==> src/rtl/pipe_stage_skid_pkg.sv <==
// Shared pipeline definitions: stage-bundle widths and elastic-stage state encoding.
package pipe_stage_skid_pkg;

  // M->W bundle field widths
  localparam int unsigned PC_W       = 32;
  localparam int unsigned RD_W       = 5;
  localparam int unsigned WE_W       = 1;
  localparam int unsigned ALU_RES_W  = 32;
  localparam int unsigned LOAD_W     = 32;
  localparam int unsigned SIZE_W     = 2;
  localparam int unsigned FUNCT_W    = 3;
  localparam int unsigned INSTR_W    = 32;

  localparam int unsigned STAGE_DATA_W = PC_W + RD_W + WE_W + ALU_RES_W + LOAD_W +
                                         SIZE_W + FUNCT_W + INSTR_W;

  localparam int unsigned OCC_W = 2;

  typedef enum logic [1:0] {
    ST_EMPTY = 2'd0,
    ST_ONE   = 2'd1,
    ST_TWO   = 2'd2
  } state_e;

  // Entries held in a given state (encoding chosen so it equals the count)
  function automatic logic [OCC_W-1:0] occupancy_of(input state_e s);
    return OCC_W'(s);
  endfunction

endpackage

==> src/rtl/pipe_stage_skid_sat_counter.sv <==
// Saturating up-counter, reusable for performance counters.
module sat_counter #(
  parameter int unsigned W = 16
) (
  input  logic         clock,
  input  logic         reset,
  input  logic         inc,
  output logic [W-1:0] count
);

  // Count up on inc, stick at all-ones
  always_ff @(posedge clock or posedge reset) begin
    if (reset) begin
      count <= '0;
    end else if (inc && (count != {W{1'b1}})) begin
      count <= count + W'(1);
    end
  end

endmodule

==> src/rtl/pipe_stage_skid.sv <==
// Elastic pipeline stage: valid/ready register with optional two-entry skid buffer,
// synchronous flush and a saturating stall counter.
module pipe_stage_skid
  import pipe_stage_skid_pkg::*;
#(
  parameter int unsigned DATA_W      = STAGE_DATA_W,
  parameter int unsigned SKID_EN     = 1,
  parameter int unsigned STALL_CNT_W = 16
) (
  input  logic                   clock,
  input  logic                   reset,
  input  logic                   flush,
  input  logic                   in_valid,
  output logic                   in_ready,
  input  logic [DATA_W-1:0]      in_data,
  output logic                   out_valid,
  input  logic                   out_ready,
  output logic [DATA_W-1:0]      out_data,
  output logic [OCC_W-1:0]       occupancy,
  output logic [STALL_CNT_W-1:0] stall_count
);

  state_e            state_q, state_d;
  logic [DATA_W-1:0] main_q, main_d;
  logic              in_fire;
  logic              out_fire;

  assign out_valid = (state_q != ST_EMPTY);
  assign out_data  = main_q;
  assign occupancy = occupancy_of(state_q);
  assign in_fire   = in_valid && in_ready;
  assign out_fire  = out_valid && out_ready;

  // State and head-of-queue payload register
  always_ff @(posedge clock or posedge reset) begin
    if (reset) begin
      state_q <= ST_EMPTY;
      main_q  <= '0;
    end else begin
      state_q <= state_d;
      main_q  <= main_d;
    end
  end

  generate
    if (SKID_EN != 0) begin : g_skid
      logic [DATA_W-1:0] skid_q, skid_d;

      // Ready comes from state only, so out_ready never reaches in_ready
      assign in_ready = (state_q != ST_TWO);

      // Next state / payload movement; flush beats every transfer
      always_comb begin
        state_d = state_q;
        main_d  = main_q;
        skid_d  = skid_q;
        if (flush) begin
          state_d = ST_EMPTY;
          main_d  = '0;
          skid_d  = '0;
        end else begin
          case (state_q)
            ST_EMPTY: begin
              if (in_fire) begin
                state_d = ST_ONE;
                main_d  = in_data;
              end
            end
            ST_ONE: begin
              if (in_fire && !out_fire) begin
                state_d = ST_TWO;
                skid_d  = in_data;
              end else if (out_fire && !in_fire) begin
                state_d = ST_EMPTY;
                main_d  = '0;
              end else if (in_fire && out_fire) begin
                main_d  = in_data;
              end
            end
            ST_TWO: begin
              if (out_fire) begin
                state_d = ST_ONE;
                main_d  = skid_q;
                skid_d  = '0;
              end
            end
            default: begin
              state_d = ST_EMPTY;
              main_d  = '0;
              skid_d  = '0;
            end
          endcase
        end
      end

      // Second-entry payload register
      always_ff @(posedge clock or posedge reset) begin
        if (reset) begin
          skid_q <= '0;
        end else begin
          skid_q <= skid_d;
        end
      end
    end else begin : g_pass
      // Single entry: accept when empty or when the held entry leaves this cycle
      assign in_ready = !out_valid || out_ready;

      // Next state / payload for the single-register stage
      always_comb begin
        state_d = state_q;
        main_d  = main_q;
        if (flush) begin
          state_d = ST_EMPTY;
          main_d  = '0;
        end else if (in_fire) begin
          state_d = ST_ONE;
          main_d  = in_data;
        end else if (out_fire) begin
          state_d = ST_EMPTY;
          main_d  = '0;
        end
      end
    end
  endgenerate

  sat_counter #(
    .W (STALL_CNT_W)
  ) u_stall_cnt (
    .clock (clock),
    .reset (reset),
    .inc   (out_valid && !out_ready),
    .count (stall_count)
  );

endmodule
==> config.mk <==
export PLATFORM = sky130hd
export DESIGN_NAME = pipe_stage_skid
export DESIGN_NICKNAME = d
export VERILOG_FILES = /design/src/rtl/pipe_stage_skid_pkg.sv /design/src/rtl/pipe_stage_skid_sat_counter.sv /design/src/rtl/pipe_stage_skid.sv
export SDC_FILE = /design/constraint.sdc
export NUM_CORES = 1
export LEC_CHECK = 0
export CORE_MARGIN = 2
export CORE_UTILIZATION = 46
export DETAILED_ROUTE_END_ITERATION = 10
export PLACE_DENSITY = 0.84
export SKIP_LAST_GASP = 1
export SYNTH_ARGS = -nofsm -noshare
export SYNTH_HDL_FRONTEND = slang
export SYNTH_SLANG_ARGS = --single-unit
==> constraint.sdc <==
create_clock -name clock -period 9.9 [get_ports clock]
set_clock_uncertainty 0.2 [all_clocks]
set_input_delay 0.99 -clock clock [delete_from_list [all_inputs] [get_ports clock]]
set_output_delay 0.99 -clock clock [all_outputs]
set_load 0.02 [all_outputs]
-- Yosys cells after proc, flatten, opt, wreduce, memory -nomap -nowiden
Index checks and enable logic that the tools add are counted.
- reductions and logical operators: 15
- eq/ne operators: 11
- $add $sub $neg: 1
- muxes and demuxes: 17
- operators by type and width (kind ; count):
    139-bit 2-to-1 mux ; 9
    139-bit one-hot mux with 3 select lines ; 2
    16-bit by 1-bit adder with 16-bit output (second input constant) ; 1
    16-bit inequality test (second input constant) ; 1
    3-bit inequality test (second input constant) ; 4
    2-bit 2-to-1 mux ; 5
    4-bit inequality test (second input constant) ; 2
    1-bit logical AND ; 7
    2-bit one-hot mux with 3 select lines ; 1
    3-bit AND reduction ; 2
    2-bit inequality test (second input constant) ; 2
    4-bit AND reduction ; 1
    1-bit logical NOT ; 3
    2-bit by 1-bit equality test with 1-bit output (second input constant) ; 1
    2-bit equality test (second input constant) ; 1
    2-bit logical NOT ; 1
    2-bit nonzero test ; 1
- input bits: 144
- bits in registers: 296
- output and inout port bits: 159
- logic and storage cells: 48

-- Longest topological paths before layout
Gate-level depths: netlist of run 1.
- depth in word-level cells: 8
- depth in mapped cells: 8
- depth with buffers taken out: 5

-- Modules after synthesis
Synthesis of run 1 repeated with hierarchy kept, for this count alone.
- cells, all modules: 1316
- area, all modules: 14746.6 um^2
- by module, submodules not included (module ; sequential area each (um^2) ; cells each ; area an instance (um^2) ; instances):
    pipe_stage_skid ; 7006.7 ; 1245 ; 13940.9 ; 1
    sat_counter ; 400.4 ; 71 ; 805.8 ; 1

-- Worst setup path before layout of run 1
OpenSTA, ideal clock, no wires.
- path type: flip-flop to output port
- start point: register state_q[1] (netlist: occupancy[1])
- end point: output port in_ready
- required time: 8710 ps
- path buffers: 4
- data arrival time: 1426 ps
- setup slack: 7284 ps
- stages on the path, launching flop included: 7
- cells stage by stage: dfrtp_1 > buf_2 > nor2b_1 > clkbuf_1 > buf_2 > buf_2 > inv_1
- word-level cells in the longest chain between the ends: 1
- ends and longest elaborated chain (what ; RTL line ; source):
    start, declared ; pipe_stage_skid.sv:23 ; state_e state_q, state_d;
    start signal, assigned ; pipe_stage_skid.sv:40 ; state_q <= state_d;
    2-bit inequality test ; pipe_stage_skid.sv:50 ; assign in_ready = (state_q != ST_TWO);
    end, declared ; pipe_stage_skid.sv:14 ; output logic in_ready,
Every way passes these cells.

-- Worst setup path in the final report of run 1
- start point: input port out_ready
- end point: register g_skid.skid_q[15]
- word-level cells in the longest chain between the ends: 5
- elaborated cells on any way between the ends: 6
- classes of those cells: eq/ne (2); reduce/logical (4)
- ends and longest elaborated chain (what ; RTL line ; source):
    start, declared ; pipe_stage_skid.sv:17 ; input logic out_ready,
    1-bit logical AND * ; pipe_stage_skid.sv:32 ; assign out_fire = out_valid && out_ready;
    1-bit logical NOT ; pipe_stage_skid.sv:70 ; if (in_fire && !out_fire) begin
    1-bit logical AND ; pipe_stage_skid.sv:70 ;
    3-bit inequality test (no line) ; - ;
    3-bit AND reduction (no line) * ; - ;
    end signal, assigned ; pipe_stage_skid.sv:101 ; skid_q <= skid_d;
    end, declared ; pipe_stage_skid.sv:47 ; logic [DATA_W-1:0] skid_q, skid_d;
Mark *: on every way between the ends. The rest lies on a longest branch, timed or not.
A chain may end at the register's enable or synchronous reset.

==> results.json, run 1 <==
{
  "outcome": "complete, no violations",
  "synth.distinct_cells": 41,
  "cp.depth": 6,
  "max-slew-margin-rel_pct": 20.5,
  "cts_num_sinks": 296,
  "hold_viol_final": 0,
  "min_path_type": "register to register",
  "finish.instance_area_sq_mm": 0.0174,
  "synthTopCellsByCount": "dfrtp_1 (296), inv_1 (146), nand2_1 (143), mux2i_1 (140)",
  "clockBufferDepth": 3,
  "r2r_cells": 6,
  "drt_iter0_markers": 674,
  "max_stage_delay_ps": 860,
  "synth_edf_count": 0,
  "clock_latency_ps": 550,
  "fin_crit_sh_pct": 37.9,
  "wirelength_um": 35000,
  "p_total_w": 0.00307,
  "core_area_sq_mm": 0.0280,
  "place_congestion": 0.779,
  "dr.pass1.iters": 6,
  "num_rows": 61,
  "cts_buffers": 31,
  "grt.total_usage_pct": 23.2,
  "vias": 10100,
  "portBuffers": 302,
  "cp.arrival_ps": 4010,
  "cts_resized": 0,
  "placed_area_sq_mm": 0.0164,
  "cts_tree": "built",
  "synth.yosys.seq_area_share_pct": 56.2,
  "setup_viol": 0,
  "wl_per_cell_um": 19.2,
  "yosys.area.top_type": "dfrtp_1",
  "via_per_inst": 5.56,
  "htreeDepth": 1,
  "startpoint": "out_ready",
  "crit_fanout": 55,
  "slew_viol_final": 0,
  "worstMarginPinSlew_ps": 1190,
  "holdBufCountCts": 0,
  "die_w_um": 173,
  "start_util_pct": 47.0,
  "layout_min_cycle_time_ps": 3750,
  "yosys.cell_count.top_type": "dfrtp_1",
  "drc": 0,
  "syn_area_sq_mm": 0.0132,
  "grt_pass1_vias": 10600,
  "synth_nets": 1315,
  "synthFlopType": "dfrtp_1",
  "overflow": 0,
  "worstSetupStartpointType": "primary input",
  "cp.buffers_inverters": 3,
  "slowest_stage": "buf_4",
  "grt_max_degree": 189,
  "clk_pin_slew_ps": 60,
  "p_leak_nw": 7.67,
  "min_from": "out_data[45]$_DFFE_PP0P_",
  "powerDensity_mw_per_mm2": 176,
  "fin_nets": 1567,
  "grt_pass1_wl_um": 57500,
  "area_growth_pct": 32.2,
  "ys_top_cells_by_area": "dfrtp_1 (56%), mux2i_1 (11%), o2bb2ai_1 (9.2%)",
  "async_flop_share_pct": 100,
  "synthCells": 1170,
  "holdWs_ps": 289,
  "antenna_found_initial": 3,
  "worst_path_dominant_cell_family": "buffers and inverters",
  "layout-drive-gt1-share_pct": 5.74,
  "drtAntennaViolNets": 0,
  "fp.dieH_um": 173,
  "cap_viol_max_count": 0,
  "yosys_register_bits": 296,
  "synth_top_area_share_pct": 56.2,
  "yosysWarnings": 0,
  "ios": 303,
  "r2r-start": "occupancy[1]$_DFFE_PP0P_",
  "cts_setup_buffers": 0,
  "dp_hpwl_um": 21200,
  "holdPathStages": 1,
  "fmaxAchievable_ghz": 0.267,
  "critPathCaptureType": "register",
  "cp.required_ps": 10160,
  "synth_area_per_cell_sq_um": 11.3,
  "crit_chain": "clkdlybuf4s50_1, inv_1, a21oi_1, o21ba_4, buf_4, mux2i_1",
  "root_buffer": "clkbuf_16",
  "criticalPathCategory": "primary input to register",
  "rsz0062_at_grt": "false",
  "setup_tns_ps": 0,
  "die-area_sq_mm": 0.0300,
  "peakVddDrop_mv": 0.115
}
[worst register-to-register path: stages, from the launching register on]
cell       delay, ps
dfrtp_1          580
mux2i_1          280
nor2_1           110
o21bai_4         160
buf_4            720
buf_4            790
o2bb2ai_1        170
[path summary, 6_finish.rpt]
kind	slack, ps	to
setup / recovery	6150	g_skid.skid_q[15]$_DFFE_PP0P_
hold / removal	290	out_data[45]$_DFFE_PP0P_
setup reg to reg	6730	out_data[40]$_DFFE_PP0P_
hold reg to reg	290	out_data[45]$_DFFE_PP0P_
max in group asynchronous	7070	g_skid.skid_q[66]$_DFFE_PP0P_
min in group asynchronous	750	g_skid.skid_q[109]$_DFFE_PP0P_
[cells by family (layout without fill, tap and decap cells)]
group | count (synthesis) | in the layout | share of synthesized area [%]
flops | 296 | 296 | 56.2
compound gates | 289 | 289 | 17.8
buf+inv | 242 | 517 | 7.83
simple gates | 187 | 187 | 6.36
mux | 142 | 142 | 10.8
xor+xnor | 13 | 13 | 0.864
fa+ha+maj | 1 | 1 | 0.0950
other cells | 0 | 2 | 0
[per-layer routing]
metal / vias to the layer above / wire [um] / track usage (%) / share of wire [%]
met5: - / 0 / 0 / 0
met3: 61 / 2440 / 4.80 / 7.0
li1: 4611 / - / - / -
met1: 5104 / 14300 / 30.8 / 41
met2: 372 / 17100 / 38.5 / 49
met4: 0 / 1130 / 7.38 / 3.2
[cell usage in the layout (no fill, tap or decap), drive strengths merged, types with 2 or more instances in the layout]
cell type	netlist	final
mux2i	140	140
clkinv	0	5
o2bb2ai	139	139
nor2	11	11
nand3	6	6
xnor2	2	2
mux2	2	2
dfrtp	296	296
xor2	11	11
clkdlybuf4s50	0	302
nor4	6	6
a21oi	3	3
bufinv	0	3
clkbuf	23	48
nand2	143	143
nor3	5	5
nand4	4	4
or2	4	4
a22oi	139	139
inv	146	146
buf	73	13
o21bai	2	2
diode	0	2
nor4b	2	2
nor2b	3	3
[final cells by class]
cell class / instances / area (sq um)
well taps: 378 / 473
multi-input cells: 632 / 4790
inverters: 146 / 556
diodes: 2 / 5.00
clock inverters: 8 / 115
repair buffers: 315 / 3130
flip-flops and latches: 296 / 7410
clock buffers: 48 / 940
fillers: 2177 / 10600
[stage by stage]
stage / cells / utilization (%) / worst slack, ps
6_report: 1825 / 62.2 / 6150
5_1_grt: 1825 / 62.2 / 6000
4_1_cts: 1823 / 62.2 / 6180
3_5_place_dp: 1767 / 58.4 / 5600
3_3_place_gp: 1767 / 58.4 / 5630
2_1_floorplan: 1170 / - / 534
[where the power goes]
group / total, W / switching, W / internal (W) / leakage [nW]
logic: 0.000509 / 0.000278 / 0.000231 / 3.13
registers: 0.00136 / 0.0000657 / 0.00129 / 4.01
clock network: 0.00120 / 0.000476 / 0.000724 / 0.524
total: 0.00307 / 0.000820 / 0.00225 / 7.67
[state kept, by name, summed over array words and instances, names as in the netlist]
name,flops
g_skid.skid_q,139
out_data,139
u_stall_cnt.count,16
occupancy,2
Power figures use the tool's default switching activity.
==> run 2: changes to the inputs <==
Clock period 9.9 ns to 3.2 ns, I/O delays scaled along.
==> results.json, run 2 (synthesis gave the netlist of run 1 again) <==
{
  "outcome": "complete, no violations",
  "reg2reg_slack_ps": 880,
  "r2r_cells": 5,
  "area_growth_pct": 35.7,
  "die_w_um": 173,
  "fin_crit_sh_pct": 91.7,
  "num_rows": 61,
  "crit_fanout": 16,
  "peakVddDrop_mv": 0.385,
  "rsz0062_at_grt": "false",
  "htreeDepth": 1,
  "die-area_sq_mm": 0.0300,
  "cp.arrival_ps": 2420,
  "drc": 0,
  "start_util_pct": 47.0,
  "slew_viol_final": 0,
  "grt_max_degree": 92,
  "p_leak_nw": 7.86,
  "layout-drive-gt1-share_pct": 7.37,
  "min_to": "g_skid.skid_q[95]$_DFFE_PP0P_",
  "layout_min_cycle_time_ps": 2940,
  "reg2reg_to": "out_data[61]$_DFFE_PP0P_",
  "fin_nets": 1586,
  "holdPathStages": 3,
  "antenna_found_initial": 1,
  "grt_pass1_vias": 10900,
  "dr.pass1.iters": 5,
  "cts_tree": "built",
  "drt_iter0_markers": 865,
  "wl_met2_um": 17300,
  "cts_buffers": 31,
  "vias": 10400,
  "cts_num_sinks": 296,
  "clockBufferDepth": 3,
  "wl_per_cell_um": 19.4,
  "worstMarginPinSlew_ps": 788,
  "fillers": 2119,
  "portBuffers": 302,
  "worstSetupStartpointType": "register",
  "cts_resized": 0,
  "min_path_type": "primary input to register",
  "cp.required_ps": 2680,
  "clock_latency_ps": 550,
  "hold_viol_final": 0,
  "place_congestion": 0.797,
  "criticalPathCategory": "register to output pin",
  "met3WireLength_um": 2400,
  "min_from": "in_data[95]",
  "holdWs_ps": 145,
  "wirelength_um": 35800,
  "cts_setup_buffers": 0,
  "r2r-start": "occupancy[1]$_DFFE_PP0P_",
  "overflow": 0,
  "cap_viol_max_count": 0,
  "fmaxAchievable_ghz": 0.341,
  "most-common-layout-cells": "clkdlybuf4s50_1 (302), dfrtp_1 (296), inv_1 (145)",
  "highest_layer": "met5",
  "root_buffer": "clkbuf_16",
  "ios": 303,
  "drtAntennaViolNets": 0,
  "critPathCaptureType": "output pin",
  "core_area_sq_mm": 0.0280,
  "setup_viol": 0,
  "grt_pass1_wl_um": 57900,
  "layout_commonest_cell": "clkdlybuf4s50_1",
  "diodes": 0,
  "powerDensity_mw_per_mm2": 548,
  "max-slew-margin-rel_pct": 47.5,
  "wl_met1_um": 15100,
  "via_per_inst": 5.64,
  "clk_pin_slew_ps": 70,
  "fp.dieH_um": 173,
  "utilization_pct": 63.8,
  "grt.total_usage_pct": 23.4,
  "dp_hpwl_um": 23000
}
-- run 2: stage by stage --
step | instance area, sq um | setup WS (ps) | total power (W) | setup TNS (ps) | std cells
finish | 17900 | 264 | 0.00980 | 0 | 1843
global route | 17900 | 153 | 0.0102 | 0 | 1843
CTS | 17900 | 206 | 0.00987 | 0 | 1843
detailed placement | 16700 | 626 | 0.00592 | 0 | 1785
global placement | 16700 | 685 | 0.00587 | 0 | 1785
floorplan | 13200 | -1250 | 0.00508 | -370330 | 1170
-- run 2: area by class of cell --
| type | instances | area (sq um) | share of cell area (%) |
|---|---|---|---|
| Sequential cell | 296 | 7410 | 41.4 |
| Multi-Input combinational cell | 632 | 4790 | 26.8 |
| Timing Repair Buffer | 334 | 3530 | 19.7 |
| Clock buffer | 38 | 862 | 4.82 |
| Inverter | 146 | 552 | 3.09 |
| Tap cell | 378 | 473 | 2.65 |
| Clock inverter | 19 | 267 | 1.49 |
-- run 2: how the worst max path moves through the flow --
stage,end,startpoint,depth (start not counted)
2_1_floorplan,g_skid.skid_q[0]$_DFFE_PP0P_,reset,1
3_3_place_gp,out_data[34]$_DFFE_PP0P_,out_ready,6
3_5_place_dp,out_data[61]$_DFFE_PP0P_,out_ready,6
4_1_cts,in_ready,occupancy[1]$_DFFE_PP0P_,3
5_1_grt,in_ready,occupancy[1]$_DFFE_PP0P_,3
6_report,in_ready,occupancy[1]$_DFFE_PP0P_,3
-- run 2: repair_timing --
action	CTS	global route
endpoints found under the hold margin	17	0
endpoints found under the setup margin	0	0
hold buffers	1	0
-- run 2: report_power, final --
part	total [W]	internal [W]	switching [W]
clock network	0.00395	0.00240	0.00155
registers	0.00420	0.00400	0.000195
logic	0.00166	0.000766	0.000893
total	0.00980	0.00717	0.00264
-- run 2: critical path, cell delays in order, from the launching register on --
cell             delay (ps)
dfrtp_1                 590
nor2b_4                 550
inv_1                   130
clkdlybuf4s50_1         590
-- run 2: routing by layer --
| layer | GRT usage [%] | up-vias |
|---|---|---|
| met5 | 0 | - |
| met4 | 7.17 | 2 |
| met3 | 4.96 | 84 |
| met2 | 39.0 | 386 |
| met1 | 30.7 | 5260 |
| li1 | - | 4660 |
==> run 3: changes to the inputs <==
Settings changed: CORE_UTILIZATION 46 to 47, CTS_BUF_LIST from default to sky130_fd_sc_hd__clkbuf_8, PLACE_DENSITY 0.84 to 0.86.
==> results.json, run 3 (synthesis gave the netlist of run 1 again) <==
{
  "root_buffer": "clkbuf_8",
  "die_w_um": 171,
  "cts_resized": 0,
  "layout_commonest_cell": "clkdlybuf4s50_1",
  "layout-drive-gt1-share_pct": 7.87,
  "vias": 10400,
  "most-common-layout-cells": "clkdlybuf4s50_1 (302), dfrtp_1 (296), inv_1 (159)",
  "reg2reg_slack_ps": 840,
  "drtAntennaViolNets": 0,
  "max-slew-margin-rel_pct": 49.0,
  "clock_latency_ps": 550,
  "grt_max_degree": 114,
  "fmaxAchievable_ghz": 0.380,
  "multiInputGateArea_sq_mm": 0.00479,
  "num_rows": 61,
  "cp.arrival_ps": 2110,
  "cts_tree": "built",
  "area_growth_pct": 34.0,
  "critPathCaptureType": "output pin",
  "cp.depth": 3,
  "cts_num_sinks": 296,
  "diodes": 0,
  "setup_viol": 0,
  "peakVddDrop_mv": 0.340,
  "start_util_pct": 47.6,
  "drc": 0,
  "overflow": 0,
  "clk_pin_slew_ps": 70,
  "holdBufCountCts": 1,
  "cts_setup_buffers": 0,
  "rsz0062_at_grt": "false",
  "fillers": 2036,
  "slew_viol_final": 0,
  "worstMarginPinSlew_ps": 766,
  "utilization_pct": 63.7,
  "fin_nets": 1600,
  "wirelength_um": 34800,
  "fp.dieH_um": 171,
  "p_leak_nw": 7.84,
  "fin_crit_sh_pct": 82.3,
  "holdWs_ps": 139,
  "clockBufferDepth": 3,
  "crit_chain": "nor2b_4, inv_1, clkdlybuf4s50_1",
  "drt_iter0_markers": 842,
  "grt.total_usage_pct": 23.5,
  "dp_slack_ps": 617,
  "cts_buffers": 48,
  "grt_pass1_wl_um": 55500,
  "dr.pass1.iters": 5,
  "wl_per_cell_um": 18.7,
  "core_area_sq_mm": 0.0277,
  "htreeDepth": 2,
  "cp.required_ps": 2680,
  "r2r-start": "occupancy[1]$_DFFE_PP0P_",
  "portBuffers": 302,
  "holdPathStages": 3,
  "outcome": "complete, no violations",
  "criticalPathCategory": "register to output pin",
  "powerDensity_mw_per_mm2": 516,
  "dp_hpwl_um": 22100,
  "cap_viol_max_count": 0,
  "die-area_sq_mm": 0.0294,
  "crit_fanout": 9,
  "min_to": "g_skid.skid_q[60]$_DFFE_PP0P_",
  "worstSetupStartpointType": "register",
  "cp.buffers_inverters": 2,
  "place_congestion": 0.800,
  "hold_viol_final": 0,
  "ios": 303,
  "layout_min_cycle_time_ps": 2630,
  "r2r_cells": 4,
  "antenna_found_initial": 0,
  "slowest_stage": "dfrtp_1",
  "via_per_inst": 5.55,
  "grt_pass1_vias": 10600,
  "worst_path_dominant_cell_family": "buffers and inverters",
  "setup_ws_ps": 567,
  "max_stage_delay_ps": 610,
  "min_from": "in_data[60]",
  "register_area_sq_mm": 0.00741,
  "min_path_type": "primary input to register",
  "reg2reg_to": "out_data[24]$_DFFE_PP0P_"
}
run 3: cell count changes in the layout (fill, tap and decap cells not counted), sizes merged:
cell / delta
clkinv: -2
inv: +12
clkbuf: +24
buf: -3
bufinv: -5
clkinvlp: -4
run 3: stage by stage:
step	setup TNS, ps	area, sq um	instances	total power, W
2_1_floorplan	-370330	13200	1170	0.00508
3_3_place_gp	0	16700	1782	0.00585
3_5_place_dp	0	16700	1782	0.00589
4_1_cts	0	17700	1865	0.00918
5_1_grt	0	17700	1865	0.00950
6_report	0	17700	1865	0.00911
run 3: final cells by class:
class	instances	area share, %
Clock buffer	62	4.83
Clock inverter	20	0.610
Inverter	146	3.13
Multi-Input combinational cell	632	27.1
Sequential cell	296	42.0
Tap cell	378	2.68
Timing Repair Buffer	331	19.6
run 3: how the worst max path moves through the flow:
stage	slack, ps	endpoint	start
global placement	660	g_skid.skid_q[27]$_DFFE_PP0P_	out_ready
finish	570	in_ready	occupancy[1]$_DFFE_PP0P_
CTS	550	in_ready	occupancy[1]$_DFFE_PP0P_
global route	510	in_ready	occupancy[1]$_DFFE_PP0P_
detailed placement	620	g_skid.skid_q[42]$_DFFE_PP0P_	out_ready
floorplan	-1250	g_skid.skid_q[0]$_DFFE_PP0P_	reset
run 3: where the power goes:
part	switching [W]	internal (W)	leakage, nW
Clock	0.00148	0.00180	0.554
Sequential	0.000200	0.00400	4.01
Combinational	0.000867	0.000759	3.28
run 3: routing by layer:
metal	up-vias	part of all wire (%)	GRT usage, %
li1	4669	-	-
met1	5167	42	32.0
met2	439	48	37.7
met3	78	6.9	4.97
met4	0	2.8	7.59
met5	-	0	0
run 3: worst register-to-register path, cell delays in order, from the launching register on:
cell and delay (ps):
dfrtp_1 610, nor2b_4 300, buf_4 610, a22oi_1 300, o2bb2ai_1 220
